**src/rtl/lm32_wb_arbiter_if.sv**
```systemverilog
// Wishbone classic link: master modport is the initiator side, slave modport the target side.
// Pure wiring, no latency; flow control is the cyc/stb vs ack/err handshake.
interface lm32_wb_arbiter_if;
  logic        cyc;
  logic        stb;
  logic        we;
  logic        lock;
  logic [31:0] adr;
  logic [31:0] dat_w;
  logic [3:0]  sel;
  logic [31:0] dat_r;
  logic        ack;
  logic        err;

  modport master (
    output cyc, stb, we, lock, adr, dat_w, sel,
    input  dat_r, ack, err
  );

  modport slave (
    input  cyc, stb, we, lock, adr, dat_w, sel,
    output dat_r, ack, err
  );
endinterface

```
**src/rtl/lm32_wb_arbiter.sv**
```systemverilog
// Two-master (I/D) to one-slave Wishbone arbiter with registered grant and per-access watchdog.
// One cycle to grant from IDLE; data/ack path combinational; a non-granted master simply waits.
module lm32_wb_arbiter #(
  parameter int unsigned TIMEOUT    = 255,
  parameter int unsigned FIXED_PRIO = 0
) (
  input  logic              sys_clk,
  input  logic              sys_rst,
  lm32_wb_arbiter_if.slave  i_bus,
  lm32_wb_arbiter_if.slave  d_bus,
  lm32_wb_arbiter_if.master s_bus,
  output logic              timeout_evt
);

  localparam int unsigned   CW     = (TIMEOUT > 0) ? $clog2(TIMEOUT + 1) : 1;
  localparam logic [CW-1:0] TMO    = CW'(TIMEOUT);
  localparam bit            WD_EN  = (TIMEOUT != 0);
  localparam bit            D_WINS = (FIXED_PRIO != 0);

  typedef enum logic [1:0] {
    IDLE  = 2'd0,
    GNT_I = 2'd1,
    GNT_D = 2'd2
  } state_e;

  state_e        state_q, state_d;
  logic          last_d_q, last_d_d;
  logic [CW-1:0] cnt_q, cnt_d;

  logic        g_cyc, g_stb, g_we, g_lock;
  logic [31:0] g_adr, g_dat_w;
  logic [3:0]  g_sel;
  logic        waiting;
  logic        to_hit;

  // Request of whichever master currently owns the slave; all zero in IDLE.
  always_comb begin
    g_cyc   = 1'b0;
    g_stb   = 1'b0;
    g_we    = 1'b0;
    g_lock  = 1'b0;
    g_adr   = '0;
    g_dat_w = '0;
    g_sel   = '0;
    case (state_q)
      GNT_I: begin
        g_cyc   = i_bus.cyc;
        g_stb   = i_bus.stb;
        g_we    = i_bus.we;
        g_lock  = i_bus.lock;
        g_adr   = i_bus.adr;
        g_dat_w = i_bus.dat_w;
        g_sel   = i_bus.sel;
      end
      GNT_D: begin
        g_cyc   = d_bus.cyc;
        g_stb   = d_bus.stb;
        g_we    = d_bus.we;
        g_lock  = d_bus.lock;
        g_adr   = d_bus.adr;
        g_dat_w = d_bus.dat_w;
        g_sel   = d_bus.sel;
      end
      default: ;
    endcase
  end

  assign waiting = g_cyc & g_stb & ~s_bus.ack & ~s_bus.err;
  assign to_hit  = WD_EN && waiting && (cnt_q == TMO);

  always_ff @(posedge sys_clk) begin
    if (sys_rst) begin
      state_q  <= IDLE;
      last_d_q <= 1'b0;
      cnt_q    <= '0;
    end else begin
      state_q  <= state_d;
      last_d_q <= last_d_d;
      cnt_q    <= cnt_d;
    end
  end

  always_comb begin
    state_d = state_q;
    case (state_q)
      IDLE: begin
        if (i_bus.cyc && d_bus.cyc) begin
          state_d = (D_WINS || !last_d_q) ? GNT_D : GNT_I;
        end else if (d_bus.cyc) begin
          state_d = GNT_D;
        end else if (i_bus.cyc) begin
          state_d = GNT_I;
        end
      end
      GNT_I: begin
        if (!i_bus.cyc && !i_bus.lock) begin
          state_d = d_bus.cyc ? GNT_D : IDLE;
        end
      end
      GNT_D: begin
        if (!d_bus.cyc && !d_bus.lock) begin
          state_d = i_bus.cyc ? GNT_I : IDLE;
        end
      end
      default: state_d = IDLE;
    endcase

    last_d_d = last_d_q;
    if (state_d == GNT_D) begin
      last_d_d = 1'b1;
    end else if (state_d == GNT_I) begin
      last_d_d = 1'b0;
    end

    // Any handover starts the new owner's wait count from zero.
    if ((state_d != state_q) || !waiting || to_hit || !WD_EN) begin
      cnt_d = '0;
    end else begin
      cnt_d = cnt_q + CW'(1);
    end
  end

  always_comb begin
    s_bus.cyc   = g_cyc;
    s_bus.stb   = g_stb;
    s_bus.we    = g_we;
    s_bus.lock  = g_lock;
    s_bus.adr   = g_adr;
    s_bus.dat_w = g_dat_w;
    s_bus.sel   = g_sel;
    i_bus.dat_r = s_bus.dat_r;
    d_bus.dat_r = s_bus.dat_r;
    i_bus.ack   = 1'b0;
    i_bus.err   = 1'b0;
    d_bus.ack   = 1'b0;
    d_bus.err   = 1'b0;
    timeout_evt = to_hit;
    case (state_q)
      GNT_I: begin
        i_bus.ack = s_bus.ack;
        i_bus.err = s_bus.err | to_hit;
      end
      GNT_D: begin
        d_bus.ack = s_bus.ack;
        d_bus.err = s_bus.err | to_hit;
      end
      default: ;
    endcase
  end

endmodule
```
**src/flat_wrapper.sv**
```systemverilog
// flat-port wrapper written by rule: the top's interface ports become plain ports
module lm32_wb_arbiter_flat 
#(
  parameter int unsigned TIMEOUT    = 255,
  parameter int unsigned FIXED_PRIO = 0
)
  (sys_clk, sys_rst, timeout_evt, i_bus_cyc, i_bus_stb, i_bus_we, i_bus_lock, i_bus_adr, i_bus_dat_w, i_bus_sel, i_bus_dat_r, i_bus_ack, i_bus_err, d_bus_cyc, d_bus_stb, d_bus_we, d_bus_lock, d_bus_adr, d_bus_dat_w, d_bus_sel, d_bus_dat_r, d_bus_ack, d_bus_err, s_bus_cyc, s_bus_stb, s_bus_we, s_bus_lock, s_bus_adr, s_bus_dat_w, s_bus_sel, s_bus_dat_r, s_bus_ack, s_bus_err);
  lm32_wb_arbiter_if i_bus_i ();
  lm32_wb_arbiter_if d_bus_i ();
  lm32_wb_arbiter_if s_bus_i ();
  input  logic sys_clk;
  input  logic sys_rst;
  output logic timeout_evt;
  input wire logic [$bits(i_bus_i.cyc)-1:0] i_bus_cyc;
  input wire logic [$bits(i_bus_i.stb)-1:0] i_bus_stb;
  input wire logic [$bits(i_bus_i.we)-1:0] i_bus_we;
  input wire logic [$bits(i_bus_i.lock)-1:0] i_bus_lock;
  input wire logic [$bits(i_bus_i.adr)-1:0] i_bus_adr;
  input wire logic [$bits(i_bus_i.dat_w)-1:0] i_bus_dat_w;
  input wire logic [$bits(i_bus_i.sel)-1:0] i_bus_sel;
  output wire logic [$bits(i_bus_i.dat_r)-1:0] i_bus_dat_r;
  output wire logic [$bits(i_bus_i.ack)-1:0] i_bus_ack;
  output wire logic [$bits(i_bus_i.err)-1:0] i_bus_err;
  input wire logic [$bits(d_bus_i.cyc)-1:0] d_bus_cyc;
  input wire logic [$bits(d_bus_i.stb)-1:0] d_bus_stb;
  input wire logic [$bits(d_bus_i.we)-1:0] d_bus_we;
  input wire logic [$bits(d_bus_i.lock)-1:0] d_bus_lock;
  input wire logic [$bits(d_bus_i.adr)-1:0] d_bus_adr;
  input wire logic [$bits(d_bus_i.dat_w)-1:0] d_bus_dat_w;
  input wire logic [$bits(d_bus_i.sel)-1:0] d_bus_sel;
  output wire logic [$bits(d_bus_i.dat_r)-1:0] d_bus_dat_r;
  output wire logic [$bits(d_bus_i.ack)-1:0] d_bus_ack;
  output wire logic [$bits(d_bus_i.err)-1:0] d_bus_err;
  output wire logic [$bits(s_bus_i.cyc)-1:0] s_bus_cyc;
  output wire logic [$bits(s_bus_i.stb)-1:0] s_bus_stb;
  output wire logic [$bits(s_bus_i.we)-1:0] s_bus_we;
  output wire logic [$bits(s_bus_i.lock)-1:0] s_bus_lock;
  output wire logic [$bits(s_bus_i.adr)-1:0] s_bus_adr;
  output wire logic [$bits(s_bus_i.dat_w)-1:0] s_bus_dat_w;
  output wire logic [$bits(s_bus_i.sel)-1:0] s_bus_sel;
  input wire logic [$bits(s_bus_i.dat_r)-1:0] s_bus_dat_r;
  input wire logic [$bits(s_bus_i.ack)-1:0] s_bus_ack;
  input wire logic [$bits(s_bus_i.err)-1:0] s_bus_err;
  assign i_bus_i.cyc = i_bus_cyc;
  assign i_bus_i.stb = i_bus_stb;
  assign i_bus_i.we = i_bus_we;
  assign i_bus_i.lock = i_bus_lock;
  assign i_bus_i.adr = i_bus_adr;
  assign i_bus_i.dat_w = i_bus_dat_w;
  assign i_bus_i.sel = i_bus_sel;
  assign i_bus_dat_r = i_bus_i.dat_r;
  assign i_bus_ack = i_bus_i.ack;
  assign i_bus_err = i_bus_i.err;
  assign d_bus_i.cyc = d_bus_cyc;
  assign d_bus_i.stb = d_bus_stb;
  assign d_bus_i.we = d_bus_we;
  assign d_bus_i.lock = d_bus_lock;
  assign d_bus_i.adr = d_bus_adr;
  assign d_bus_i.dat_w = d_bus_dat_w;
  assign d_bus_i.sel = d_bus_sel;
  assign d_bus_dat_r = d_bus_i.dat_r;
  assign d_bus_ack = d_bus_i.ack;
  assign d_bus_err = d_bus_i.err;
  assign s_bus_cyc = s_bus_i.cyc;
  assign s_bus_stb = s_bus_i.stb;
  assign s_bus_we = s_bus_i.we;
  assign s_bus_lock = s_bus_i.lock;
  assign s_bus_adr = s_bus_i.adr;
  assign s_bus_dat_w = s_bus_i.dat_w;
  assign s_bus_sel = s_bus_i.sel;
  assign s_bus_i.dat_r = s_bus_dat_r;
  assign s_bus_i.ack = s_bus_ack;
  assign s_bus_i.err = s_bus_err;
  lm32_wb_arbiter #(.TIMEOUT(TIMEOUT), .FIXED_PRIO(FIXED_PRIO)) u_core (.sys_clk(sys_clk), .sys_rst(sys_rst), .i_bus(i_bus_i), .d_bus(d_bus_i), .s_bus(s_bus_i), .timeout_evt(timeout_evt));
endmodule
```
**config.mk**
```make
export PLATFORM = sky130hd
export DESIGN_NAME = lm32_wb_arbiter_flat
export DESIGN_NICKNAME = d
export VERILOG_FILES = /design/src/rtl/lm32_wb_arbiter_if.sv /design/src/rtl/lm32_wb_arbiter.sv /design/src/flat_wrapper.sv
export SDC_FILE = /design/constraint.sdc
export NUM_CORES = 1
export LEC_CHECK = 0
export ABC_CLOCK_PERIOD_IN_PS = 3300
export CAP_MARGIN = 10
export CORE_AREA = 2 2 124 126
export DETAILED_ROUTE_END_ITERATION = 12
export DIE_AREA = 0 0 126 128
export PLACE_DENSITY = 0.6
export SLEW_MARGIN = 30
export SYNTH_ARGS = -nofsm -noshare
export SYNTH_HDL_FRONTEND = slang
export SYNTH_SLANG_ARGS = --single-unit
export TNS_END_PERCENT = 100
```
**constraint.sdc**
```tcl
create_clock -name sys_clk -period 3.3 [get_ports sys_clk]
set_input_delay 0.33 -clock sys_clk [delete_from_list [all_inputs] [get_ports sys_clk]]
set_output_delay 0.33 -clock sys_clk [all_outputs]
set_load 0.1 [all_outputs]
```
### After elaboration in Yosys (flattened, before gate mapping)

Index checks and enable logic that the tools add are counted.

* bits in latches: 0
* RAM bits: 0
* register bits: 11
* word-level logic and storage cells: 52
* memories kept: 0
* bits in read-only memories: 0
* bits of input ports: 180

* reductions and logical operators: 14
* $mul: 0
* $add $sub $neg: 1
* shift operators: 0
* magnitude comparators: 0
* bitwise operators: 6
* divide/modulo/power cells: 0
* equality and inequality tests: 6
* muxes and demuxes: 22

Operators by type and width (count)
* $pmux W32 S2: 2
* $mux W2: 7
* $add A8 B1 Y8 const B: 1
* $eq A8 B8 Y1 const B: 1
* $pmux W1 S2: 4
* $pmux W4 S2: 1
* $mux W1: 7
* $pmux W2 S3: 1
* $logic_not A1 Y1: 5
* $eq A2 B1 Y1 const B: 2
* $eq A2 B2 Y1 const B: 2
* $logic_and A1 B1 Y1: 4
* $and A1 B1 Y1: 3
* $logic_not A2 Y1: 1
* $logic_or A1 B1 Y1: 2
* $ne A2 B2 Y1: 1
* $not A1 Y1: 2
* $reduce_bool A2 Y1: 1
* $reduce_or A2 Y1: 1
* $or A1 B1 Y1: 1

### Longest topological paths before layout

Gate-level depths: netlist (run 1).

* depth after elaboration: 9
* gate-level depth with buffers: 10

### Worst setup path after synthesis (run 1)

Ideal clock, no wire load.

* path kind: register to output
* from: register u_core.state_q[1]
* to: output port d_bus_err
* arrival: 2799 ps
* setup slack: 171 ps
* data required time: 2970 ps
* cell stages (with the launch flop): 7
* cell sequence: dfxtp_1 > inv_1 > ha_1 > clkbuf_1 > nor4b_4 > a21oi_1 > nor2b_1

* longest elaborated chain between the ends: 8
* elaborated cells between the ends (all ways): 10
* classes of those cells: 2 x eq/ne; 3 x mux; 4 x bitwise; 1 x reduce/logical

Ends and longest elaborated chain
* start: declaration: line lm32_wb_arbiter.sv:26 `state_e state_q, state_d;`
* start signal: assignment: line lm32_wb_arbiter.sv:77 `state_q <= state_d;`
* $eq A2 B2 Y1 or $eq A2 B1 Y1 (tied branches): line lm32_wb_arbiter.sv:45, lm32_wb_arbiter.sv:138
* $pmux W1 S2: line lm32_wb_arbiter.sv:45 `case (state_q)`
* $and A1 B1 Y1 (3 in a row): line lm32_wb_arbiter.sv:68 `assign waiting = g_cyc & g_stb & ~s_bus.ack & ~s_bus.err;`
* $logic_and A1 B1 Y1: line lm32_wb_arbiter.sv:69 `assign to_hit = WD_EN && waiting && (cnt_q == TMO);`
* $or A1 B1 Y1: line lm32_wb_arbiter.sv:145 `d_bus.err = s_bus.err | to_hit;`
* $mux W1 (*): line lm32_wb_arbiter.sv:138 `case (state_q)`
* end: declaration: line flat_wrapper.sv:33 `output wire logic [$bits(d_bus_i.err)-1:0] d_bus_err;`

Mark *: on every way between the ends. The rest lies on a longest branch, timed or not.

### Worst setup path after layout (run 1)

* from: register u_core.state_q[0]
* to: output port d_bus_err

Same word-level chain as after synthesis.

==> flow_summary.json, run 1 <==
{
  "overflow": 0,
  "slew_viol_final": 0,
  "clkTransAtPathRegs_ns": 0.04,
  "fp-row-count": 45,
  "ctsHtreeMaxLevel": 1,
  "wire_per_inst_um": 15.0,
  "critPathMaxFanout": 33,
  "cts_buffers": 3,
  "finalCritPeriodShare": 0.868,
  "clockBufferDepth": 2,
  "ys_seq_area_frac": 0.0918,
  "tns_ns": 0,
  "vias": 2850,
  "p_per_area_mw_per_mm2": 526,
  "critPathLaunchType": "register",
  "r2r_start": "u_core.state_q[0]",
  "ant_nets": 0,
  "ys_ff_latch": 11,
  "slew_headroom": 0.651,
  "cp_top_family": "adder cells",
  "dieArea_mm2": 0.0161,
  "rsz0062_at_grt": "false",
  "synth_edf_count": 0,
  "fmax_mhz": 349,
  "crit_path_end": "d_bus_err",
  "root_buffer": "clkbuf_16",
  "viasPerCell": 4.36,
  "path_depth": 6,
  "groute.usage.overall": 0.104,
  "max_stage_delay_ns": 0.64,
  "first_global_vias": 2612,
  "tightest_slew_ns": 0.524,
  "dieHeight_um": 128,
  "status": "finished, final reports clean",
  "ff2ff_setup_slack_ns": 0.99,
  "synth.distinct_cells": 43,
  "cts-resized-gates": 0,
  "fin_nets": 654,
  "async_reset_ff_frac": 0,
  "num_antenna_cells": 0,
  "grt_max_degree": 48,
  "grt_pass1_wl_mm": 14.0,
  "clock_latency_ns": 0.23,
  "final_util": 0.286,
  "synth_ff_type": "dfxtp_1",
  "globalplace.congestion": 0.811,
  "p_total_uw": 2230,
  "rr_worst_depth": 8,
  "io_pins": 321,
  "drv_cap": 0,
  "r2r_end": "u_core.last_d_q",
  "finClkSkew_ns": 0.00460,
  "cts_tree": "built",
  "p_leak_uw": 0.00152,
  "netlist_area_mm2": 0.00240,
  "antenna_found_initial": 0,
  "critPathBufInv": 2,
  "synth-warning-count": 0,
  "hold_viol_final": 0,
  "synth_cells": 324,
  "critPathArrivalTime_ns": 2.54,
  "core_mm2": 0.0149,
  "period_minus_slack_ns": 2.87,
  "first_iter_violations": 107,
  "dpl.hpwl_mm": 8.01,
  "max-vdd-ir-drop_v": 0.000187,
  "route.detailed.drc": 0,
  "area_growth_pct": 77.0,
  "cp-startpoint": "u_core.state_q[0]",
  "worstSetupPathType": "reg2out",
  "clkSinkCount": 11,
  "synth.avg_cell_area_um2": 7.40,
  "firstDrtPassIters": 4,
  "die_x_um": 126,
  "cts_setup_buffers": 0,
  "fillers": 1576,
  "cp-end-kind": "primary output",
  "start_util": 0.161,
  "io_buffers": 224,
  "cp.required_ns": 2.97,
  "finalSetupViolations": 0,
  "min_path_type": "reg2reg",
  "critPathSlowestCell": "ha_2",
  "holdBufCountCts": 0,
  "layout-drive-gt1-share": 0.202,
  "wirelength_mm": 9.84,
  "worstPathCellList": "inv_1 -> ha_2 -> nor4b_4 -> a21oi_1 -> nor2b_1 -> buf_12",
  "synth_nets": 511
}
worst min-delay path by stage:
stage / slack, ns / cells past startpoint / endpoint / startpoint
after floorplan: 0.40 / 1 / u_core.last_d_q / sys_rst
after global placement: 0.49 / 1 / u_core.cnt_q[0] / u_core.cnt_q[0]
after detailed placement: 0.52 / 2 / u_core.cnt_q[7] / u_core.cnt_q[7]
after CTS: 0.53 / 1 / u_core.cnt_q[0] / u_core.cnt_q[0]
after global routing: 0.55 / 1 / u_core.cnt_q[0] / u_core.cnt_q[0]
final: 0.52 / 1 / u_core.cnt_q[0] / u_core.cnt_q[0]
stage by stage:
stage | cell area [um2] | cells | hold WS [ns] | worst slack [ns]
after floorplan | 2400 | 324 | 0.402 | 0.171
after global placement | 4170 | 650 | 0.493 | 0.752
after detailed placement | 4170 | 650 | 0.522 | 0.677
after CTS | 4250 | 654 | 0.526 | 0.415
after global routing | 4250 | 654 | 0.550 | 0.220
final | 4250 | 654 | 0.523 | 0.434
Yosys cell counts (all sizes together) (2+ instances only):
library cell	n	area share
nand4	3	0.014
nand3b	2	0.0063
dfxtp	11	0.092
and3	3	0.0078
inv	4	0.0063
a22oi	72	0.23
ha	7	0.037
nor4	3	0.0078
nor3	5	0.010
o21ai	2	0.0042
a21oi	7	0.019
clkbuf	17	0.027
nor2	5	0.0078
nor2b	73	0.19
nor4b	2	0.016
and2	2	0.0052
xor2	2	0.0073
xnor2	3	0.011
nand3	3	0.0063
and2b	2	0.0063
nand2	5	0.0078
nor3b	2	0.0063
buf	74	0.22
nand2b	2	0.0052
worst reg2reg max path, delay by kind of cell (launching register included):
kind | cells | cell delay [ns]
compound gates | 1 | 0.25
fa+ha+maj | 2 | 0.54
buf+inv | 2 | 0.60
flops | 1 | 0.39
mux | 1 | 0.17
simple gates | 2 | 0.25
registers in the layout, indices dropped and copies added, names as in the netlist:
register	flops
u_core.cnt_q	8
u_core.state_q	2
u_core.last_d_q	1
layer usage:
layer / track usage / up-vias / routed length, um
met5: 0 / - / 0
met4: 0.0343 / 0 / 256
met3: 0.0275 / 35 / 948
met2: 0.180 / 164 / 4770
met1: 0.127 / 1271 / 3860
li1: - / 1380 / -
final cells by class:
class,instances,area [um2],area share
Clock buffer,4,78.8,0.0186
Inverter,4,15.0,0.00354
Multi-Input combinational cell,218,1570,0.370
Sequential cell,11,220,0.0519
Tap cell,188,235,0.0554
Timing Repair Buffer,229,2120,0.500
cells by family after synthesis:
logic type	share of synthesized area
simple gates	0.315
buf+inv	0.256
compound gates	0.278
flops	0.0918
fa+ha+maj	0.0365
xor+xnor	0.0183
mux	0.00417
placed cells by master, fill, tap and decap left out, types with 4 or more instances in the layout:
cell | Yosys | layout
a21oi_1 | 6 | 6
clkdlybuf4s50_1 | 0 | 147
ha_1 | 7 | 4
a22oi_1 | 72 | 72
dfxtp_1 | 11 | 11
nor2b_1 | 73 | 73
buf_4 | 65 | 79
nor3_1 | 5 | 5
nor2_1 | 5 | 5
inv_1 | 4 | 4
nand2_1 | 5 | 5
power by group:
part,switching (uW),internal (uW),total [uW]
Sequential,16.7,144,161
Clock,55.7,162,218
Combinational,1260,597,1860
Note: power is estimated with default switching activity, not from simulation.
==> inputs of run 2 (changes only) <==
- RECOVER_POWER: not set -> 25
==> results of run 2 <==
Same layout as run 1: the final DEF is identical, and so are final timing and power.
==> RTL edit (flow settings as in run 1) <==
Re-encode `state_e` (3 states) as one-hot, 3 bits wide.
--- a/src/rtl/lm32_wb_arbiter.sv
+++ b/src/rtl/lm32_wb_arbiter.sv
@@ -17,10 +17,10 @@
   localparam bit            WD_EN  = (TIMEOUT != 0);
   localparam bit            D_WINS = (FIXED_PRIO != 0);
 
-  typedef enum logic [1:0] {
-    IDLE  = 2'd0,
-    GNT_I = 2'd1,
-    GNT_D = 2'd2
+  typedef enum logic [2:0] {
+    IDLE  = 3'b001,
+    GNT_I = 3'b010,
+    GNT_D = 3'b100
   } state_e;
 
   state_e        state_q, state_d;
Check against the original RTL: no difference found for any inputs over 10 cycles, from zero or initial values and one cycle with sys_rst high; not proved beyond that.
==> RTL edit against run 1 <==
  * Design area down 13%
  * Area after synthesis is 24% lower
  * Largest cell class unchanged
  * Final cell count down 14%
  * Setup slack improved by 0.36 ns
  * Routed wire length up 8.5%
  * Sequential cell count rose by 1
Power is not compared: it rests on default switching activity, and its combinational part moved more than twofold at a synthesized area within 25%.
==> RTL edit: results (changes against run 1) <==
Worst setup path
  • Crit-path slowest cell: nor3b_4
  • Slowest stage delay, CP: 0.56 ns (-0.08 ns)
  • Crit-path leading delay family: buffers and inverters
  • Crit Path Max Fanout: 62 (+88%)
  • R2r setup slk: 1.51 ns (+0.52 ns)

Route
  • M1 WL: 3628 um (-5.9%)
  • Vias/cell: 4.114 (-5.6%)
  • Drt wl/cell: 19.02 um (+27%)
  • Drt pass-1 iters: 5 (+1)
  • Detailed router's first-iteration violation count: 78 (-27%)
  • Met2 Wirelength: 5734 um (+20%)

Placement
  • Post-DP HPWL: 9218 um (+15%)
  • Setup WS pre-CTS: 0.9015 ns (+0.2244 ns)
  • Gpl congestion: 0.8291 (+2.2%)

Layout
  • Top Registers: u_core.cnt_q x8, u_core.state_q x3, u_core.last_d_q x1
  • Syn-to-layout area delta: 102.8%
  • # fillers: 1626 (+3.2%)
  • Fraction of layout cells with a size suffix above 1: 0.2466 (+0.04493)

Logic synthesis
  • XOR/XNOR share of the synthesized area: 0.02895 (+0.01069)
  • Top post-synthesis cells by area: a22o_1 (34%), buf_4 (26%), dfxtp_1 (13%), buf_2 (4.4%), and3_1 (1.7%)
  • Adder-Cell Fraction of Synth Area: 0.006892 (-0.02962)
  • Multiplexer share of the synthesized area: 0 (-0.004173)
  • Sequential area share after synthesis: 0.1323 (+0.04051)
  • Synth cell count leaders: a22o_1 (70), buf_4 (64), buf_2 (16)

Clock tree
  • Post-cts repair resize count: 0 (unchanged)

Power
  • Final Power: 0.001237 W

Global route
  • First-pass GRT wire length: 14580 um (+4.2%)
  • Largest net degree at the start of global routing: 63 (+31%)
  • GRT Total Usage: 0.1176 (+0.01311)
  • M3 GR Usage: 0.04549 (+0.01795)
  • Initial antenna violation count: 1 (+1)
  • M1 GR Usage: 0.1194 (-0.007224)

STA
  • Fmax: 0.3998 GHz (+15%)
  • Hold slack final: 0.4457 ns (-0.07714 ns)
  • Clock skew: 0.0005367 ns (-0.004062 ns)
  • Worst-Margin Slew: 0.5805 ns (+0.05664 ns)

Run status
  • Status: finished clean
==> RTL edit: worst paths after layout <==
kind,startpoint,end,cells after the start
max,u_core.state_q[2]$_SDFF_PP0_,s_bus_adr[1],4
min,u_core.cnt_q[0]$_SDFF_PP0_,u_core.cnt_q[0]$_SDFF_PP0_,1
max reg2reg,u_core.state_q[2]$_SDFF_PP0_,u_core.state_q[2]$_SDFF_PP0_,4
min reg2reg,u_core.cnt_q[0]$_SDFF_PP0_,u_core.cnt_q[0]$_SDFF_PP0_,1
==> RTL edit: kinds of logic after synthesis <==
| kind of cell | count (synthesis) |
|---|---|
| compound gates | 79 |
| xor+xnor | 6 |
| buf+inv | 83 |
| fa+ha+maj | 1 |
| flops | 12 |
| simple gates | 41 |
==> RTL edit: final cells by class <==
| type | instances | share of cell area |
|---|---|---|
| repair buffers | 227 | 0.5663 |
| multi-input cells | 127 | 0.2774 |
| flip-flops and latches | 12 | 0.06526 |
| well taps | 188 | 0.06390 |
| clock buffers | 4 | 0.02413 |
| inverters | 3 | 0.003059 |
